File: src/rtl/hbm_mvm_wt_fetch_sched.sv
// hbm_mvm_wt_fetch_sched
//   Issues the HBM scale/weight read stream for one MVM job. Outer loop walks
//   CHout tiles, inner loop walks CHin quantisation groups; every group is one
//   scale-word read followed by one weight-block read. In-flight requests are
//   capped at MAX_OUTSTANDING.
// Ports
//   clk, rst_n            clock, async active-low reset
//   start, cfg_*          job launch pulse and job configuration (latched on start)
//   req_*                 read request to the HBM read engine (valid/ready)
//   rsp_done              one pulse per completed request
//   busy, done            job active, one-cycle end-of-job pulse
module hbm_mvm_wt_fetch_sched #(
   parameter int ADDR_W          = 32,
   parameter int LEN_W           = 24,
   parameter int CNT_W           = 16,
   parameter int GRP_BYTES       = 1024,
   parameter int SCALE_BYTES     = 32,
   parameter int MAX_OUTSTANDING = 4
) (
   input  logic              clk,
   input  logic              rst_n,
   input  logic              start,
   input  logic [ADDR_W-1:0] cfg_base_addr,
   input  logic [ADDR_W-1:0] cfg_tile_stride,
   input  logic [CNT_W-1:0]  cfg_chout_tiles,
   input  logic [CNT_W-1:0]  cfg_groups,
   input  logic [LEN_W-1:0]  cfg_last_grp_bytes,
   output logic              req_valid,
   input  logic              req_ready,
   output logic [ADDR_W-1:0] req_addr,
   output logic [LEN_W-1:0]  req_bytes,
   output logic              req_is_scale,
   output logic [CNT_W-1:0]  req_tile,
   output logic [CNT_W-1:0]  req_group,
   output logic              req_last,
   input  logic              rsp_done,
   output logic              busy,
   output logic              done
);

   localparam int OW = $clog2(MAX_OUTSTANDING + 1);

   typedef enum logic [2:0] {
      S_IDLE, S_SCALE, S_WT, S_DRAIN, S_DONE
   } state_t;

   state_t            state_q;
   logic [ADDR_W-1:0] stride_q;
   logic [CNT_W-1:0]  tiles_q;
   logic [CNT_W-1:0]  groups_q;
   logic [LEN_W-1:0]  lastb_q;
   logic [ADDR_W-1:0] tile_base_q;   // base + t*stride, accumulated per tile
   logic [ADDR_W-1:0] ptr_q;         // byte pointer inside current tile
   logic [CNT_W-1:0]  tile_q;
   logic [CNT_W-1:0]  grp_q;
   logic [OW-1:0]     outst_q;
   logic [OW-1:0]     outst_d;
   logic              busy_q;
   logic              done_q;

   logic              last_grp;
   logic              last_tile;
   logic [LEN_W-1:0]  wt_bytes;
   logic              hs;
   logic              rsp_ok;
   logic              in_req;

   assign last_grp  = (grp_q == groups_q - CNT_W'(1));
   assign last_tile = (tile_q == tiles_q - CNT_W'(1));
   assign wt_bytes  = (last_grp && lastb_q != '0) ? lastb_q : LEN_W'(GRP_BYTES);
   assign in_req    = (state_q == S_SCALE) || (state_q == S_WT);

   // Valid depends only on registered state, so once raised it cannot drop
   // before the handshake: the outstanding count can only fall meanwhile.
   assign req_valid    = in_req && (outst_q < OW'(MAX_OUTSTANDING));
   assign hs           = req_valid && req_ready;
   assign rsp_ok       = rsp_done && (outst_q != '0);
   assign req_addr     = ptr_q;
   assign req_is_scale = (state_q == S_SCALE);
   assign req_tile     = tile_q;
   assign req_group    = grp_q;
   assign req_last     = (state_q == S_WT) && last_grp && last_tile;
   assign busy         = busy_q;
   assign done         = done_q;

   always_comb begin
      req_bytes = '0;
      if (state_q == S_SCALE)   req_bytes = LEN_W'(SCALE_BYTES);
      else if (state_q == S_WT) req_bytes = wt_bytes;
   end

   always_comb begin
      outst_d = outst_q;
      case ({hs, rsp_ok})
         2'b10:   outst_d = outst_q + OW'(1);
         2'b01:   outst_d = outst_q - OW'(1);
         default: outst_d = outst_q;
      endcase
   end

   always_ff @(posedge clk or negedge rst_n) begin
      if (!rst_n) begin
         state_q     <= S_IDLE;
         stride_q    <= '0;
         tiles_q     <= '0;
         groups_q    <= '0;
         lastb_q     <= '0;
         tile_base_q <= '0;
         ptr_q       <= '0;
         tile_q      <= '0;
         grp_q       <= '0;
         outst_q     <= '0;
         busy_q      <= 1'b0;
         done_q      <= 1'b0;
      end else begin
         outst_q <= outst_d;
         done_q  <= 1'b0;
         case (state_q)
            S_IDLE: begin
               // done_q high means this is the DONE cycle: start is ignored
               if (start && !done_q) begin
                  stride_q    <= cfg_tile_stride;
                  tiles_q     <= cfg_chout_tiles;
                  groups_q    <= cfg_groups;
                  lastb_q     <= cfg_last_grp_bytes;
                  tile_base_q <= cfg_base_addr;
                  ptr_q       <= cfg_base_addr;
                  tile_q      <= '0;
                  grp_q       <= '0;
                  busy_q      <= 1'b1;
                  state_q     <= (cfg_chout_tiles == '0 || cfg_groups == '0) ? S_DONE : S_SCALE;
               end
            end
            S_SCALE: begin
               if (hs) begin
                  ptr_q   <= ptr_q + ADDR_W'(SCALE_BYTES);
                  state_q <= S_WT;
               end
            end
            S_WT: begin
               if (hs) begin
                  if (!last_grp) begin
                     grp_q   <= grp_q + CNT_W'(1);
                     ptr_q   <= ptr_q + ADDR_W'(wt_bytes);
                     state_q <= S_SCALE;
                  end else if (!last_tile) begin
                     tile_q      <= tile_q + CNT_W'(1);
                     grp_q       <= '0;
                     tile_base_q <= tile_base_q + stride_q;
                     ptr_q       <= tile_base_q + stride_q;
                     state_q     <= S_SCALE;
                  end else begin
                     state_q <= S_DRAIN;
                  end
               end
            end
            S_DRAIN: begin
               if (outst_d == '0) state_q <= S_DONE;
            end
            S_DONE: begin
               done_q  <= 1'b1;
               busy_q  <= 1'b0;
               state_q <= S_IDLE;
            end
            default: state_q <= S_IDLE;
         endcase
      end
   end

endmodule

File: config.mk
export PLATFORM = sky130hd
export DESIGN_NAME = hbm_mvm_wt_fetch_sched
export DESIGN_NICKNAME = d
export VERILOG_FILES = /design/src/rtl/hbm_mvm_wt_fetch_sched.sv
export SDC_FILE = /design/constraint.sdc
export NUM_CORES = 1
export LEC_CHECK = 0
export ABC_CLOCK_PERIOD_IN_PS = 12950
export CAP_MARGIN = 5
export CORE_MARGIN = 4
export CORE_UTILIZATION = 40
export DETAILED_ROUTE_END_ITERATION = 6
export PLACE_DENSITY = 0.61
export SYNTH_ARGS = -nofsm -noshare
export SYNTH_HDL_FRONTEND = slang
export SYNTH_SLANG_ARGS = --single-unit
File: constraint.sdc
create_clock -name clk -period 12.95 [get_ports clk]
set_input_delay 2.59 -clock clk [delete_from_list [all_inputs] [get_ports clk]]
set_output_delay 2.59 -clock clk [all_outputs]
set_load 0.05 [all_outputs]
==> results.py, run 1 <==
metrics = {
    "outcome": {
        "status": "finished, final reports clean",
    },
    "cells_and_area": {
        "final_cell_area_um2": 17030,
        "fill_cells": 3341,
        "utilization_pct": 49.17,
        "layout_common_cells": "216 x clkdlybuf4s50_1, 192 x dfrtp_1, 174 x nand2_1, 129 x nor2_1, 111 x o21ai_0",
        "multiInputGateArea_um2": 8662,
        "num_antenna_cells": 0,
        "seqCellArea_um2": 4805,
        "final_common_cell": "clkdlybuf4s50_1",
        "nets": 1940,
        "area_delta_synth_final_pct": 21.04,
        "drive_above_1_share_pct": 10.03,
    },
    "floorplanning": {
        "die_width_um": 195.5,
        "initial_core_util_pct": 40.62,
        "core_area_um2": 34630,
        "fp.dieH_um": 195.5,
        "ios": 218,
        "fp-row-count": 68,
        "fp.dieArea_um2": 38230,
    },
    "clock_network": {
        "cts_made_buffers": 17,
        "root_buffer": "clkbuf_16",
        "cts_hold_buf": 0,
        "cts.htree.levels": 4,
        "clock-sinks": 192,
        "clockBufferDepth": 2,
        "cts_tree": "done",
        "cts.reportedPaths.clkPinSlew_ps": 70,
        "clock_latency_ps": 460,
        "ctsResizeCount": 0,
        "post-cts-setup-buffer-count": 0,
    },
    "setup_path": {
        "crit_end": "req_bytes[5]",
        "startpoint": "groups_q[0]$_DFFE_PN0P_",
        "r2r_slack_ps": 6170,
        "cp_data_arrival_time_ps": 4750,
        "cp_data_required_time_ps": 10360,
        "r2r-start": "groups_q[0]$_DFFE_PN0P_",
        "path_max_fanout": 29,
        "r2r-end": "req_addr[27]$_DFFE_PN0P_",
        "r2r_cells": 23,
        "cp-end-kind": "output pin",
        "critical_path_class": "reg -> out",
        "start_kind": "flop",
    },
    "synthesis": {
        "yosysTopAreaCellShare_pct": 34.15,
        "syn_area_per_cell_um2": 8.765,
        "syn_inst": 1605,
        "ys_seq_elements": 192,
        "synth_area_leaders": "dfrtp_1 34%, mux2_2 6.9%, nand2_1 4.6%",
        "synth_flop_cell": "dfrtp_1",
        "synth_top_area_cell": "dfrtp_1",
        "ys_types": 104,
        "syn-num-nets": 1784,
        "async_reset_ff_share_pct": 100.0,
        "ys_seq_area_share_pct": 34.15,
        "yosysWarnings": 0,
        "synth_edf_count": 0,
        "synth_area_um2": 14070,
    },
    "pwr": {
        "seq_power_share_pct": 28.4,
        "power_leakage_nw": 7.082,
        "p_per_area_nw_per_um2": 256.7,
        "clkPwrFrac_pct": 12.3,
        "p_sw_w": 0.002169,
        "sw_frac_of_total_pct": 49.63,
        "combPwrFrac_pct": 59.3,
        "p_int_w": 0.002201,
        "vdd_drop_max_uv": 130.0,
    },
    "worst_hold_path": {
        "hold_class": "reg -> reg",
    },
    "sta": {
        "grt_setup_unrepaired": "no",
        "fin_crit_ps": 7340,
        "max_freq_mhz": 136.2,
        "fin_crit_sh_pct": 56.68,
        "slew_headroom_pct": 36.65,
        "worst_pin_slew_ps": 950.3,
        "final_max_slew_viol_count": 0,
        "final-setup-viol-count": 0,
        "fin_setup_tns_ps": 0,
        "fin_skew_ps": 18.92,
        "hold_viol": 0,
    },
    "route": {
        "routed_wl_um": 45060,
        "drt_iter0_drc": 867,
        "dr.pass1.iters": 5,
        "drc_errors": 0,
        "vias": 12740,
        "wire_per_inst_um": 20.21,
        "antenna_left": 0,
        "viasPerCell": 5.716,
    },
    "placement": {
        "hpwl_um": 33570,
        "place_area_um2": 16450,
        "place_congestion": 0.8862,
        "io_buffers": 217,
    },
    "global_route": {
        "grt_max_degree": 89,
        "grt_remaining_overflow": 0,
        "grt_pass1_wl_um": 70680,
        "antenna_found_initial": 1,
        "grt_usage_pct": 23.04,
        "grt_pass1_vias": 12010,
    },
    "run": {
        "drv_cap": 0,
    },
}
## final cells by class
| cell class | instances | area share [%] |
|---|---|---|
| inverter | 35 | 0.7716 |
| sequential | 192 | 28.22 |
| clock buffer | 20 | 2.682 |
| multi-input combinational | 1284 | 50.87 |
| tap | 455 | 3.344 |
| clock inverter | 12 | 0.7128 |
| timing repair buffer | 231 | 13.40 |
## power groups by stage
stage | registers, W | clock network, W | logic (W)
after floorplan | 0.00121 | 0 | 0.00188
final | 0.00124 | 0.000539 | 0.00259
after global placement | 0.00124 | 0 | 0.00253
after global routing | 0.00129 | 0.000577 | 0.00284
after detailed placement | 0.00124 | 0 | 0.00256
after CTS | 0.00124 | 0.000553 | 0.00258
## sequential cells by signal, indices dropped and copies added (netlist names)
signal and cells:
tile_base_q 32, state_q 3, req_tile 16, req_addr 32
tiles_q 16, outst_q 3, done 1, stride_q 32
busy 1, lastb_q 24, req_group 16, groups_q 16
## synth_stat cells, types with 16 or more instances
master    number
xnor2_1       70
nand2_1      174
nor2_1       131
dfrtp_1      192
xor2_1        61
mux2_2        86
ha_1          51
a21oi_1      101
nor3_1        21
nand3_1       37
o21ai_0      111
inv_1         34
and3_1        51
nor4_1        26
a31oi_1       35
and2_1        21
a21o_1        27
clkbuf_1      69
a22oi_1       16
nand4_1       23
## worst min path at each step
stage,from,to,slack [ps],depth (start not counted)
global route,tile_base_q[9]$_DFFE_PN0P_,tile_base_q[9]$_DFFE_PN0P_,520,2
CTS,tile_base_q[9]$_DFFE_PN0P_,tile_base_q[9]$_DFFE_PN0P_,490,2
global placement,tile_base_q[26]$_DFFE_PN0P_,tile_base_q[26]$_DFFE_PN0P_,470,2
detailed placement,tile_base_q[9]$_DFFE_PN0P_,tile_base_q[9]$_DFFE_PN0P_,480,2
floorplan,tile_base_q[18]$_DFFE_PN0P_,tile_base_q[18]$_DFFE_PN0P_,450,2
finish,tile_base_q[9]$_DFFE_PN0P_,tile_base_q[9]$_DFFE_PN0P_,490,2
## stage by stage
stage          setup WS [ps]  hold WS, ps  total power (W)  cells
2_1_floorplan           7266        453.8         0.003089   1605
3_3_place_gp            6218        466.2         0.003775   2197
3_5_place_dp            6093        478.8         0.003804   2197
4_1_cts                 5579        494.0         0.004368   2229
5_1_grt                 5212        515.4         0.004704   2229
6_report                5610        489.7         0.004370   2229
## worst max-delay path: stages (launching register included)
cell	delay, ps
dfrtp_1	440
inv_1	100
ha_1	210
nor4b_4	320
a21oi_1	150
nor4b_2	290
nand4_1	520
nor3_4	710
buf_4	420
and2_1	220
a21o_1	120
clkdlybuf4s50_1	790
## cell families after synthesis
kind of cell    share of synthesized area [%]
compound gates                          20.30
flops                                   34.15
xor+xnor                                8.156
buf+inv                                 4.349
fa+ha+maj                               5.177
simple gates                            20.70
mux                                     7.169
## routing by layer
metal | wire [um] | global-route usage (%) | vias up
li1 | - | - | 6168
met1 | 21760 | 35.32 | 6135
met3 | 3039 | 3.865 | 30
met2 | 19690 | 34.22 | 405
met5 | 13 | 0 | -
met4 | 558 | 4.681 | 2
(Power assumes the default switching activity.)
==> run 2, diff against run 1 <==
--- a/config.mk
+++ b/config.mk
@@ -5,7 +5,7 @@
 export SDC_FILE = /design/constraint.sdc
 export NUM_CORES = 1
 export LEC_CHECK = 0
-export ABC_CLOCK_PERIOD_IN_PS = 12950
+export ABC_CLOCK_PERIOD_IN_PS = 7400
 export CAP_MARGIN = 5
 export CORE_MARGIN = 4
 export CORE_UTILIZATION = 40
==> constraint.sdc (replaced) <==
create_clock -name clk -period 7.4 [get_ports clk]
set_input_delay 1.48 -clock clk [delete_from_list [all_inputs] [get_ports clk]]
set_output_delay 1.48 -clock clk [all_outputs]
set_load 0.05 [all_outputs]
==> run 2 against run 1 <==
Critical path type is now reg -> reg. First-iteration DRC count rose by 37%. Combinational power rose by 76%. Worst hold slack improved by 3.5 ps. Global-route usage rose by 0.16 points.
==> results.py, run 2 (same netlist as run 1, synthesis figures left out) <==
metrics = {
    "floorplanning": {
        "fp-row-count": 68,
        "die_width_um": 195.5,
        "ios": 218,
        "initial_core_util_pct": 40.62,
        "fp.dieArea_um2": 38230,
        "core_area_um2": 34630,
        "fp.dieH_um": 195.5,
    },
    "clock_network": {
        "ctsResizeCount": 0,
        "clockBufferDepth": 2,
        "clock-sinks": 192,
        "cts.htree.levels": 4,
        "cts.reportedPaths.clkPinSlew_ps": 80,
        "cts_made_buffers": 17,
        "root_buffer": "clkbuf_16",
        "clock_latency_ps": 460,
        "cts_hold_buf": 0,
        "post-cts-setup-buffer-count": 0,
        "cts_tree": "done",
    },
    "route": {
        "wire_per_inst_um": 20.32,
        "drc_errors": 0,
        "dr.pass1.iters": 5,
        "antenna_left": 0,
        "vias": 12730,
        "drt_iter0_drc": 1186,
        "viasPerCell": 5.707,
        "routed_wl_um": 45310,
    },
    "sta": {
        "fin_crit_ps": 6112,
        "grt_setup_unrepaired": "no",
        "final_max_slew_viol_count": 0,
        "fin_skew_ps": 20.34,
        "worst_pin_slew_ps": 984.2,
        "fin_setup_tns_ps": 0,
        "hold_viol": 0,
        "final-setup-viol-count": 0,
        "worst_hold_slack_ps": 493.3,
        "slew_headroom_pct": 34.38,
        "max_freq_mhz": 163.6,
        "fin_crit_sh_pct": 82.60,
    },
    "global_route": {
        "grt_usage_pct": 23.20,
        "antenna_found_initial": 1,
        "grt_pass1_vias": 12210,
        "grt_remaining_overflow": 0,
        "grt_max_degree": 82,
        "grt_pass1_wl_um": 70880,
    },
    "cells_and_area": {
        "layout_common_cells": "216 x clkdlybuf4s50_1, 192 x dfrtp_1, 174 x nand2_1, 129 x nor2_1, 111 x o21ai_0",
        "instances_no_fill": 2230,
        "final_common_cell": "clkdlybuf4s50_1",
        "area_delta_synth_final_pct": 21.36,
        "drive_above_1_share_pct": 10.14,
        "num_antenna_cells": 0,
        "nets": 1941,
        "final_cell_area_um2": 17070,
    },
    "setup_path": {
        "start_kind": "flop",
        "crit_buf_inv": 1,
        "cp_data_arrival_time_ps": 6490,
        "slowest_stage": "nor3_4",
        "path_cells": "inv_1 -> ha_1 -> nor4b_4 -> and2_2 -> xnor2_1 -> nand4_1 -> nor3_4 -> and2_1 -> ha_1 -> a211oi_1 -> o21ai_0 -> a2bb2oi_1 -> maj3_1 -> maj3_1 -> mux2i_1 -> nand4bb_1 -> a211o_1 -> a21boi_1 -> o21ai_0 -> o22ai_1 -> a32o_1 -> a211oi_2",
        "slowest_delay_ps": 580,
        "cp_data_required_time_ps": 7770,
        "path_max_fanout": 14,
        "critical_path_class": "reg -> reg",
        "cpLargestDelayFamily": "simple AND/OR/NAND/NOR gates",
        "cp-end-kind": "flop",
        "r2r_slack_ps": 1290,
    },
    "placement": {
        "place_area_um2": 16460,
        "place_congestion": 0.8987,
        "post-place-cells": 2198,
        "io_buffers": 217,
        "hpwl_um": 33720,
    },
    "pwr": {
        "p_per_area_nw_per_um2": 453.7,
        "vdd_drop_max_uv": 198.7,
        "power_leakage_nw": 7.106,
    },
    "outcome": {
        "status": "finished, final reports clean",
    },
    "worst_hold_path": {
        "hold_class": "reg -> reg",
    },
    "run": {
        "drv_cap": 0,
    },
}
run 2: cell types whose count changed in the layout (fill, tap and decap cells not counted):
cell       delta
clkbuf_8      -1
clkinv_2      +1
clkbuf_1      -1
bufinv_16     +2
buf_4         +1
clkinv_4      -1
run 2: stage by stage:
step	setup slack, ps	utilization (%)	power [W]
2_1_floorplan	1716	-	0.005405
3_3_place_gp	1553	47.52	0.006606
3_5_place_dp	1358	47.52	0.006671
4_1_cts	1322	49.30	0.007725
5_1_grt	838.5	49.30	0.008335
6_report	1288	49.30	0.007746
run 2: layer usage:
layer	up-vias	track usage, %	part of all wire (%)	wire [um]
met3	33	4.572	6.3	2874
li1	6152	-	-	-
met1	6165	34.89	48	21890
met4	2	4.965	1.2	538
met5	-	0	0.029	13
met2	375	34.59	44	20000
run 2: report_power, final:
part	internal [W]	switching (W)	total, W
Combinational	0.00187	0.00270	0.00457
Sequential	0.00149	0.000681	0.00217
Clock	0.000547	0.000453	0.00100
Total	0.00391	0.00383	0.00775
run 2: layout make-up:
cell class / instances / area (um2)
tap: 455 / 569.3
multi-input combinational: 1284 / 8662
clock inverter: 14 / 177.7
inverter: 35 / 131.4
timing repair buffer: 232 / 2288
fill: 3303 / 17560
clock buffer: 18 / 439.2
sequential: 192 / 4805
run 2: worst paths after layout:
check | start | endpoint | cells after the start
hold reg to reg | tile_base_q[20]$_DFFE_PN0P_ | tile_base_q[20]$_DFFE_PN0P_ | 2
setup / recovery | groups_q[0]$_DFFE_PN0P_ | req_addr[27]$_DFFE_PN0P_ | 22
max in group asynchronous | rst_n | tile_base_q[10]$_DFFE_PN0P_ | 2
min in group asynchronous | rst_n | groups_q[15]$_DFFE_PN0P_ | 1
setup reg to reg | groups_q[0]$_DFFE_PN0P_ | req_addr[27]$_DFFE_PN0P_ | 22
hold / removal | tile_base_q[20]$_DFFE_PN0P_ | tile_base_q[20]$_DFFE_PN0P_ | 2
run 2: worst register-to-register path: cells and delay by family, from the launching register on:
| kind | cells | cell delay (ps) |
|---|---|---|
| adder cells (fa/ha/maj) | 4 | 1170 |
| XOR/XNOR | 1 | 130 |
| AO/OA/AOI/OAI | 9 | 1850 |
| multiplexers | 1 | 260 |
| AND/OR/NAND/NOR | 6 | 2100 |
| flip-flops | 1 | 440 |
| buffers and inverters | 1 | 100 |
==> variant 1, RTL diff (flow settings as in run 1) <==
Reset style: synchronous (`rst_n`), changed in one clocked block. Comments in the files are not updated.
--- a/src/rtl/hbm_mvm_wt_fetch_sched.sv
+++ b/src/rtl/hbm_mvm_wt_fetch_sched.sv
@@ -99,5 +99,5 @@
    end
 
-   always_ff @(posedge clk or negedge rst_n) begin
+   always_ff @(posedge clk) begin
       if (!rst_n) begin
          state_q     <= S_IDLE;
Formal check against the unedited RTL: differs if rst_n is asserted again (counterexample within 4 cycles, from zero or initial values and one cycle with rst_n low); with rst_n held inactive, the same outputs for 4 cycles.
==> variant 1 against run 1 <==
The flow now finishes with violations (DRC); routed wire length up 1.5%; final area decreased by 2.7%; area after synthesis shrank 3.5%; sequential cell count is the same; non-clock buffer count increased by 2; setup slack got worse by 190 ps; largest cell class unchanged.
Power is not compared: it rests on default switching activity, and its combinational part moved more than twofold at a synthesized area within 25%.
==> variant 1: results (changes against run 1) <==
| Metric | Value |
|---|---|
| Nets | 2147 (+11%) |
| Mux contribution to synthesized area | 1.21% (-6.0 points) |
| Status | finished with violations |
| Adder-cell area share of the yosys netlist | 5.44% (+0.26 points) |
| DP HPWL | 33.9 mm (+1.1%) |
| GPL Wtd Cong | 0.925 (+4.4%) |
| Post-Synth XOR/XNOR Area | 8.83% (+0.68 points) |
| Number of global-route vias before repair | 13308 (+11%) |
| Violated checks | DRC |
| Ys async rst share | 0% (-100 points) |
| GRT Util Overall | 24.1% (+1.1 points) |
| Fraction of layout cells with a size suffix above 1 | 4.24% (-5.8 points) |
| Slew margin rel. | 28.7% (-8.0 points) |
| Routed via count | 13905 (+9.1%) |
| Max Fanout on Critical Path | 30 (+3.4%) |
| Seq/Total Area, Yosys | 28.3% (-5.9 points) |
| Root Driver | clkbuf_16 |
| Largest net degree at the start of global routing | 90 (+1.1%) |
| Clock Latency Late Sink | 460 ps (about the same) |
| Post-synthesis compound-gate area fraction | 24.7% (+4.4 points) |
| First-pass GRT wire length | 71.6 mm (+1.3%) |
| DRC Markers | 6 (+6) |
| Syn nets | 2023 (+13%) |
| Critical Path AT | 4940 ps (+190 ps) |
| Synth area leaders | dfxtp_1, nand2_1, a21oi_1 |
| Yosys cell types | 98 (-5.8%) |
| Most frequent cells after synthesis | nand2_1, a21oi_1, dfxtp_1 |
| WL/cell | 18.8 µm (-6.8%) |
## variant 1: final cells by class
type / instances / area [µm²] / area share [%]
Sequential cell: 192 / 3840 / 23.2
Timing Repair Buffer: 233 / 2290 / 13.8
Clock buffer: 18 / 429 / 2.59
Inverter: 32 / 123 / 0.740
Multi-Input combinational cell: 1492 / 9180 / 55.4
Tap cell: 448 / 561 / 3.38
Clock inverter: 14 / 143 / 0.861
## variant 1: per-stage QoR
step	cells	power (mW)	cell area (µm²)	setup WS, ps
floorplan	1844	1.14	13600	6650
detailed placement	2396	1.34	16000	5930
global route	2429	1.97	16600	5140
finish	2429	1.87	16600	5420
global placement	2396	1.33	16000	6050
CTS	2428	1.88	16600	5410
## variant 1: cells by family (layout without fill, tap and decap cells)
| logic type | count (synthesis) | after routing |
|---|---|---|
| AND/OR/NAND/NOR | 761 | 761 |
| AO/OA/AOI/OAI | 520 | 520 |
| flip-flops | 192 | 192 |
| buffers and inverters | 160 | 297 |
| XOR/XNOR | 137 | 137 |
| adder cells (fa/ha/maj) | 58 | 58 |
| multiplexers | 16 | 16 |
## variant 1: critical path: stages, from the launching register on
cell	delay [ps]
dfxtp_1	370
inv_1	80
ha_1	200
or4b_1	590
nor3_1	670
nor2_1	150
or4_4	810
nor2_1	180
buf_4	270
and2_1	210
a21o_1	120
clkdlybuf4s50_1	820
## variant 1: path summary, 6_finish.rpt
path                                     start                            to  slack [ps]  depth (start not counted)
setup / recovery      groups_q[0]$_SDFFE_PN0P_                  req_bytes[5]        5420                         11
hold / removal    tile_base_q[20]$_SDFFE_PN0P_  tile_base_q[20]$_SDFFE_PN0P_         460                          2
setup reg to reg      groups_q[0]$_SDFFE_PN0P_     req_addr[31]$_SDFFE_PN0P_        6260                         22
hold reg to reg   tile_base_q[20]$_SDFFE_PN0P_  tile_base_q[20]$_SDFFE_PN0P_         460                          2
## variant 1: power groups by stage
stage	sequential, mW	clock [mW]	combinational [mW]
global placement	0.736	0	0.592
CTS	0.724	0.549	0.604
detailed placement	0.737	0	0.600
finish	0.725	0.537	0.605
floorplan	0.744	0	0.397
global route	0.734	0.571	0.665
## variant 1: layer usage
metal | vias to the layer above | global-route usage (%) | wire length (µm) | share of wire, %
met2 | 405 | 41.9 | 21900 | 48
li1 | 6870 | - | - | -
met1 | 6551 | 30.9 | 19900 | 44
met3 | 79 | 3.62 | 2650 | 5.8
met4 | 0 | 7.54 | 1250 | 2.7
met5 | - | 0 | 0 | 0
==> variant 2, RTL diff (settings of run 1) <==
Without the edit above. The parameter `LEN_W` goes from 24 to 32.
--- a/src/rtl/hbm_mvm_wt_fetch_sched.sv
+++ b/src/rtl/hbm_mvm_wt_fetch_sched.sv
@@ -12,5 +12,5 @@
 module hbm_mvm_wt_fetch_sched #(
    parameter int ADDR_W          = 32,
-   parameter int LEN_W           = 24,
+   parameter int LEN_W           = 32,
    parameter int CNT_W           = 16,
    parameter int GRP_BYTES       = 1024,
Interface: changed (resized cfg_last_grp_bytes and req_bytes); port bits go from 218 to 234. No check against the original RTL was run, so the function may have changed too.
==> variant 2 against run 1 <==
Highest routed layer is now met4; global-route usage increased by 0.69 points; sequential cell count is 8 higher; area after synthesis is 3.0% higher; setup slack got worse by 140 ps; routed wire length increased by 5.5%; power rose by 2.7%; final area rose by 3.9%.
==> variant 2: results (changes against run 1) <==
| Metric | Value |
|---|---|
| RR Endpoint | req_addr[29]$_DFFE_PN0P_ |
| Nets | 2044 (+5.4%) |
| GR Util met2 | 36.3% (+2.1 points) |
| PortBufs | 233 (+7.4%) |
| Synth Instances | 1663 (+3.6%) |
| DP HPWL | 35.3 mm (+5.2%) |
| Power per cell area | 254 nW/µm² (-1.2%) |
| Vias/cell | 5.80 (+1.5%) |
| Yosys cell types | 96 (-7.7%) |
| First-pass GRT wire length | 73.8 mm (+4.4%) |
| Crit path to | req_bytes[10] |
| Fraction of layout cells with a size suffix above 1 | 9.70% (-0.34 points) |
| Status | finished, final reports clean |
| Hold WS | 488 ps (-1.35 ps) |
| Dpl cells | 2286 (+4.1%) |
| Fin Clk Skew | 11.5 ps (-7.42 ps) |
| Filler Cell Count | 3360 (+0.57%) |
| Routed via count | 13450 (+5.6%) |
| Worst-case reg-to-reg path depth | 24 (+4.3%) |
| Post-synthesis compound-gate area fraction | 18.7% (-1.6 points) |
| Mux contribution to synthesized area | 7.72% (+0.55 points) |
| WL met3 | 3.96 mm (+30%) |
| Worst hold start | tile_base_q[24]$_DFFE_PN0P_ |
| Peak supply drop | 0.127 mV (-2.6%) |
| Initial DRC count | 904 (+4.3%) |
| GRT Util Overall | 23.7% (+0.69 points) |
| M1 GR Usage | 34.8% (-0.49 points) |
| Seq/Total Area, Yosys | 34.5% (+0.38 points) |
## variant 2: changes by cell type after synthesis, sizes merged, moves of 11 or more
cell | run 1 | this run
a21oi | 103 | 119
nand3 | 37 | 48
nor2 | 132 | 177
nand2 | 176 | 158
a221o | 12 | 1
ha | 51 | 64
o21ai | 114 | 86
o22ai | 7 | 19
a22oi | 16 | 2
## variant 2: critical path: stages (launching register included)
cell and delay [ps]:
dfrtp_1 430, inv_1 80, ha_1 320, or4_4 590, a2111oi_4 300, a211oi_1 130
or4_1 820, nor3_4 240, buf_4 430, nand2b_1 180, and2_1 190, clkdlybuf4s50_1 720
## variant 2: final cells by class
type                    instances  share of cell area (%)
clock inverters                11                   0.693
diodes                          1                  0.0141
repair buffers                252                    14.0
flip-flops and latches        200                    28.3
multi-input cells            1331                    50.3
well taps                     461                    3.26
clock buffers                  20                    2.58
inverters                      42                   0.891
## variant 2: report_power, final
part,switching (mW),internal (mW)
sequential,0.380,0.897
clock,0.256,0.294
combinational,1.59,1.06
total,2.23,2.26
